**config.mk**
```make
export PLATFORM = sky130hd
export DESIGN_NAME = axis_tdest_demux
export DESIGN_NICKNAME = d
export VERILOG_FILES = /design/src/rtl/axis_tdest_demux.sv
export SDC_FILE = /design/constraint.sdc
export NUM_CORES = 1
export LEC_CHECK = 0
export BUFFER_PORTS_ARGS = -buffer_cell sky130_fd_sc_hd__clkbuf_2
export CAP_MARGIN = 20
export CORE_MARGIN = 2
export CORE_UTILIZATION = 46
export DETAILED_ROUTE_END_ITERATION = 16
export PLACE_DENSITY_LB_ADDON = 0.15
export SYNTH_ARGS = -nofsm -noshare
export SYNTH_HDL_FRONTEND = slang
export SYNTH_SLANG_ARGS = --single-unit
```
**constraint.sdc**
```tcl
create_clock -name clk -period 3.5 [get_ports clk]
set_input_delay 0.525 -clock clk [delete_from_list [all_inputs] [get_ports clk]]
set_output_delay 0.525 -clock clk [all_outputs]
set_load 0.02 [all_outputs]
```
**src/rtl/axis_tdest_demux.sv**
```systemverilog
// Two-way AXI4-Stream packet demultiplexer steered by tdest[0], locked per packet.
// A two-entry register slice (output + skid) decouples input ready from output ready.
module axis_tdest_demux #(
  parameter int unsigned DATA_WIDTH  = 32,
  parameter int unsigned DEST_WIDTH  = 32,
  parameter int unsigned COUNT_WIDTH = 16
) (
  input  logic                   clk,
  input  logic                   reset,

  input  logic                   s_tvalid,
  output logic                   s_tready,
  input  logic                   s_tlast,
  input  logic [DATA_WIDTH-1:0]  s_tdata,
  input  logic [DEST_WIDTH-1:0]  s_tdest,

  output logic                   m0_tvalid,
  input  logic                   m0_tready,
  output logic                   m0_tlast,
  output logic [DATA_WIDTH-1:0]  m0_tdata,

  output logic                   m1_tvalid,
  input  logic                   m1_tready,
  output logic                   m1_tlast,
  output logic [DATA_WIDTH-1:0]  m1_tdata,

  output logic [COUNT_WIDTH-1:0] pkt_count0,
  output logic [COUNT_WIDTH-1:0] pkt_count1,
  output logic                   dest_err
);

  typedef struct packed {
    logic [DATA_WIDTH-1:0] data;
    logic                  last;
    logic                  sel;
  } beat_t;

  // Slice state
  logic  out_valid_q, out_valid_d;
  beat_t out_beat_q, out_beat_d;
  logic  skid_valid_q, skid_valid_d;
  beat_t skid_beat_q, skid_beat_d;
  logic  s_tready_q, s_tready_d;

  // Packet lock and status state
  logic                   in_pkt_q, in_pkt_d;
  logic                   lock_sel_q, lock_sel_d;
  logic                   dest_err_q, dest_err_d;
  logic [COUNT_WIDTH-1:0] count0_q, count0_d;
  logic [COUNT_WIDTH-1:0] count1_q, count1_d;

  logic  s_accept;
  logic  beat_sel;
  logic  out_ready;
  logic  ready_o;
  logic  out_fire;
  beat_t in_beat;

  // Only bit 0 of tdest participates in routing.
  logic unused_dest;
  assign unused_dest = ^s_tdest;

  always_comb begin
    s_accept     = s_tvalid & s_tready_q;
    beat_sel     = in_pkt_q ? lock_sel_q : s_tdest[0];
    in_beat.data = s_tdata;
    in_beat.last = s_tlast;
    in_beat.sel  = beat_sel;
    out_ready    = out_beat_q.sel ? m1_tready : m0_tready;
    ready_o      = ~out_valid_q | out_ready;
    out_fire     = out_valid_q & out_ready;
  end

  // Register slice. An accepted beat always finds the skid empty, because
  // s_tready is the registered inverse of skid occupancy.
  always_comb begin
    out_valid_d  = out_valid_q;
    out_beat_d   = out_beat_q;
    skid_valid_d = skid_valid_q;
    skid_beat_d  = skid_beat_q;
    if (ready_o) begin
      if (skid_valid_q) begin
        out_valid_d  = 1'b1;
        out_beat_d   = skid_beat_q;
        skid_valid_d = 1'b0;
      end else if (s_accept) begin
        out_valid_d = 1'b1;
        out_beat_d  = in_beat;
      end else begin
        out_valid_d = 1'b0;
      end
    end else if (s_accept) begin
      skid_valid_d = 1'b1;
      skid_beat_d  = in_beat;
    end
    s_tready_d = ~skid_valid_d;
  end

  always_comb begin
    in_pkt_d   = in_pkt_q;
    lock_sel_d = lock_sel_q;
    dest_err_d = dest_err_q;
    if (s_accept) begin
      in_pkt_d = ~s_tlast;
      if (!in_pkt_q) begin
        lock_sel_d = s_tdest[0];
      end else if (s_tdest[0] != lock_sel_q) begin
        dest_err_d = 1'b1;
      end
    end
  end

  always_comb begin
    count0_d = count0_q;
    count1_d = count1_q;
    if (out_fire && out_beat_q.last) begin
      if (out_beat_q.sel) begin
        count1_d = count1_q + COUNT_WIDTH'(1);
      end else begin
        count0_d = count0_q + COUNT_WIDTH'(1);
      end
    end
  end

  always_ff @(posedge clk or posedge reset) begin
    if (reset) begin
      out_valid_q  <= 1'b0;
      out_beat_q   <= '0;
      skid_valid_q <= 1'b0;
      skid_beat_q  <= '0;
      s_tready_q   <= 1'b0;
      in_pkt_q     <= 1'b0;
      lock_sel_q   <= 1'b0;
      dest_err_q   <= 1'b0;
      count0_q     <= '0;
      count1_q     <= '0;
    end else begin
      out_valid_q  <= out_valid_d;
      out_beat_q   <= out_beat_d;
      skid_valid_q <= skid_valid_d;
      skid_beat_q  <= skid_beat_d;
      s_tready_q   <= s_tready_d;
      in_pkt_q     <= in_pkt_d;
      lock_sel_q   <= lock_sel_d;
      dest_err_q   <= dest_err_d;
      count0_q     <= count0_d;
      count1_q     <= count1_d;
    end
  end

  always_comb begin
    s_tready   = s_tready_q;
    m0_tvalid  = out_valid_q & ~out_beat_q.sel;
    m1_tvalid  = out_valid_q & out_beat_q.sel;
    m0_tdata   = out_beat_q.data;
    m1_tdata   = out_beat_q.data;
    m0_tlast   = out_beat_q.last;
    m1_tlast   = out_beat_q.last;
    pkt_count0 = count0_q;
    pkt_count1 = count1_q;
    dest_err   = dest_err_q;
  end

endmodule

```
==> flow_metrics.env <==
export IMPL_placed_cell_area_um2=5370
export IMPL_cts_hold_buffers_added=0
export IMPL_place_ws_ns=1.24
export IMPL_synth_top_family_by_area="compound AO/OA/AOI/OAI gates"
export IMPL_io_pins=172
export IMPL_layout_common_cells="clkbuf_2, dfrtp_1, o22ai_1, mux2_2, a21oi_1"
export IMPL_synth_fa_ha_area_frac=0.00497
export IMPL_synth_edff_count=0
export IMPL_drcViolationCount=0
export IMPL_drt_iter0_drc=146
export IMPL_synth_xor_area_share=0.0539
export IMPL_antenna_found_initial=0
export IMPL_fin_ws_ns=1.36
export IMPL_p_clk_frac=0.157
export IMPL_syn_num_nets=515
export IMPL_layout_nets=588
export IMPL_tightest_slew_ns=0.896
export IMPL_maxCapViolCount=0
export IMPL_cp_end_kind="flip-flop"
export IMPL_synth_mux_area_frac=0.0835
export IMPL_die_area_um2=11800
export IMPL_ys_seq_elements=106
export IMPL_first_global_vias=3510
export IMPL_p_switching_uw=2220
export IMPL_synth_seq_area_share=0.527
export IMPL_final_common_cell="clkbuf_2"
export IMPL_crit_type="flip-flop to flip-flop"
export IMPL_utilization=0.520
export IMPL_fin_area_um2=5580
export IMPL_p_int_uw=3040
export IMPL_ir_worst_vdd_mv=0.493
export IMPL_grt_first_pass_wirelength_um=17300
export IMPL_insertion_delay_ns=0.37
export IMPL_slew_limit_headroom=0.401
export IMPL_ys_types=37
export IMPL_drv_slew=0
export IMPL_row_count=38
export IMPL_yosys_area_share_simple=0.0798
export IMPL_track_usage=0.191
export IMPL_io_buffers=140
export IMPL_final_antenna_net_count=0
export IMPL_power_density_nw_per_um2=942
export IMPL_post_dp_hpwl_um=7140
export IMPL_num_fill_cells=992
export IMPL_switching_share=0.422
export IMPL_yosysWarnings=0
export IMPL_root_buffer="clkbuf_8"
export IMPL_synth_area_um2=5030
export IMPL_globalRouteOverflowTotal=0
export IMPL_cts_tree="done"
export IMPL_start_util=0.469
export IMPL_drt_pass1_iter_count=4
export IMPL_core_area_um2=10700
export IMPL_fin_crit_ns=2.14
export IMPL_antenna_cells=0
export IMPL_dr_total_vias=3600
export IMPL_die_y_um=109
export IMPL_p_total_uw=5260
export IMPL_ys_async_sr_fraction=1.00
export IMPL_area_growth_pct=10.9
export IMPL_multi_input_area_um2=1750
export IMPL_syn_area_per_cell_um2=11.4
export IMPL_crit_path_max_fanout=34
export IMPL_globalplace_congestion=0.750
export IMPL_htree_levels=3
export IMPL_period_share=0.610
export IMPL_ys_flop_type="dfrtp_1"
export IMPL_grt_max_degree=56
export IMPL_p_comb_frac=0.435
export IMPL_rsz0062_at_grt="no"
export IMPL_start_kind="flip-flop"
export IMPL_post_cts_resized=0
export IMPL_cts_buffers_inserted=9
export IMPL_clock_path_buffers=2
export IMPL_fin_skew_ns=0.00600
export IMPL_synth_compound_area_share=0.125
export IMPL_regArea_um2=2650
export IMPL_postCtsSetupBuffers=0
export IMPL_cp_required_ns=3.75
export IMPL_hold_viol_final=0
export IMPL_syn_inst=443
export IMPL_drive_gt1_frac=0.407
export IMPL_drt_wl_total_um=10900
export IMPL_chipWidth_um=109
export IMPL_hold_path_class="primary input to asynchronous set/reset pin"
export IMPL_fin_tns_setup_ns=0
export IMPL_clock_fmax_ghz=0.468
export IMPL_status="completed"
export IMPL_cts_sinks=106
export IMPL_pwr_share_seq=0.407
export IMPL_leakage_uw=0.00271
export IMPL_clk_pin_slew_ns=0.10
export IMPL_finalSetupViolCount=0
export IMPL_wl_per_cell_um=16.4
export IMPL_cp_arrival_ns=2.39
export IMPL_detail_route_vias_per_cell=5.45
## final cells by class
type / count / area share
clock buffer: 11 / 0.0253
clock inverter: 5 / 0.0139
inverter: 6 / 0.00448
multi-input combinational: 245 / 0.314
sequential: 106 / 0.475
tap: 140 / 0.0314
timing repair buffer: 148 / 0.136
## per-stage QoR
stage | cells | hold slack [ns]
global route | 661 | 0.304
global placement | 645 | 0.455
detailed placement | 645 | 0.469
floorplan | 443 | 0.478
CTS | 661 | 0.266
finish | 661 | 0.245
## sequential cells by signal, summed over array words and instances, names as in the netlist
register      cells
pkt_count0       16
skid_valid_q      1
lock_sel_q        1
s_tready          1
in_pkt_q          1
pkt_count1       16
dest_err          1
m0_tdata         32
out_beat_q        1
skid_beat_q      34
out_valid_q       1
m0_tlast          1
## worst max-delay path: stages, from the launching register on
cell and delay, ns:
dfrtp_1 0.50, mux2_4 0.38, nor2_4 0.12, nand2_2 0.52, mux2_2 0.49
## cell families after synthesis
group / count (synthesis)
simple gates: 68
fa+ha+maj: 2
xor+xnor: 31
mux: 37
buf+inv: 92
compound gates: 107
flops: 106
## power groups by stage
stage | registers, uW | clock network, uW | logic (uW)
floorplan | 2120 | 0 | 2130
global placement | 2120 | 0 | 2270
detailed placement | 2170 | 0 | 2320
CTS | 2140 | 854 | 2320
global route | 2210 | 899 | 2480
finish | 2140 | 827 | 2290
## path summary, 6_finish.rpt
kind | endpoint | slack [ns] | startpoint | depth (start not counted)
setup / recovery | skid_beat_q[27] | 1.36 | out_beat_q[0] | 4
hold / removal | pkt_count0[15] | 0.24 | reset | 2
setup reg to reg | skid_beat_q[27] | 1.36 | out_beat_q[0] | 4
hold reg to reg | pkt_count0[15] | 0.48 | pkt_count0[15] | 1
max in group asynchronous | m0_tdata[19] | 2.40 | reset | 3
min in group clk | in_pkt_q | 0.38 | s_tlast | 2
## metal layers
layer / GRT usage / vias to the layer above / wire length (um) / part of all wire
met5: 0 / - / 0 / 0
met4: 0.0925 / 0 / 284 / 0.026
met3: 0.0347 / 20 / 516 / 0.048
met2: 0.311 / 97 / 5210 / 0.48
met1: 0.248 / 1804 / 4860 / 0.45
li1: - / 1679 / - / -
## cells in the mapped netlist, types with 2 or more instances
library cell / count / area share
dfrtp_1: 106 / 0.53
o21ai_0: 4 / 0.0040
nor3_1: 6 / 0.0060
ha_1: 2 / 0.0050
a21oi_1: 34 / 0.034
xor2_1: 19 / 0.033
nand4_1: 8 / 0.0099
and3_1: 5 / 0.0062
buf_6: 4 / 0.0089
clkbuf_1: 7 / 0.0052
and4_1: 2 / 0.0035
nand3_1: 5 / 0.0050
inv_1: 5 / 0.0037
o21ai_2: 2 / 0.0035
buf_2: 10 / 0.0099
mux2_2: 36 / 0.081
nor2_1: 13 / 0.0097
buf_4: 65 / 0.097
o22ai_1: 65 / 0.081
nand2_1: 17 / 0.013
xnor2_1: 12 / 0.021
(Power assumes the default switching activity.)
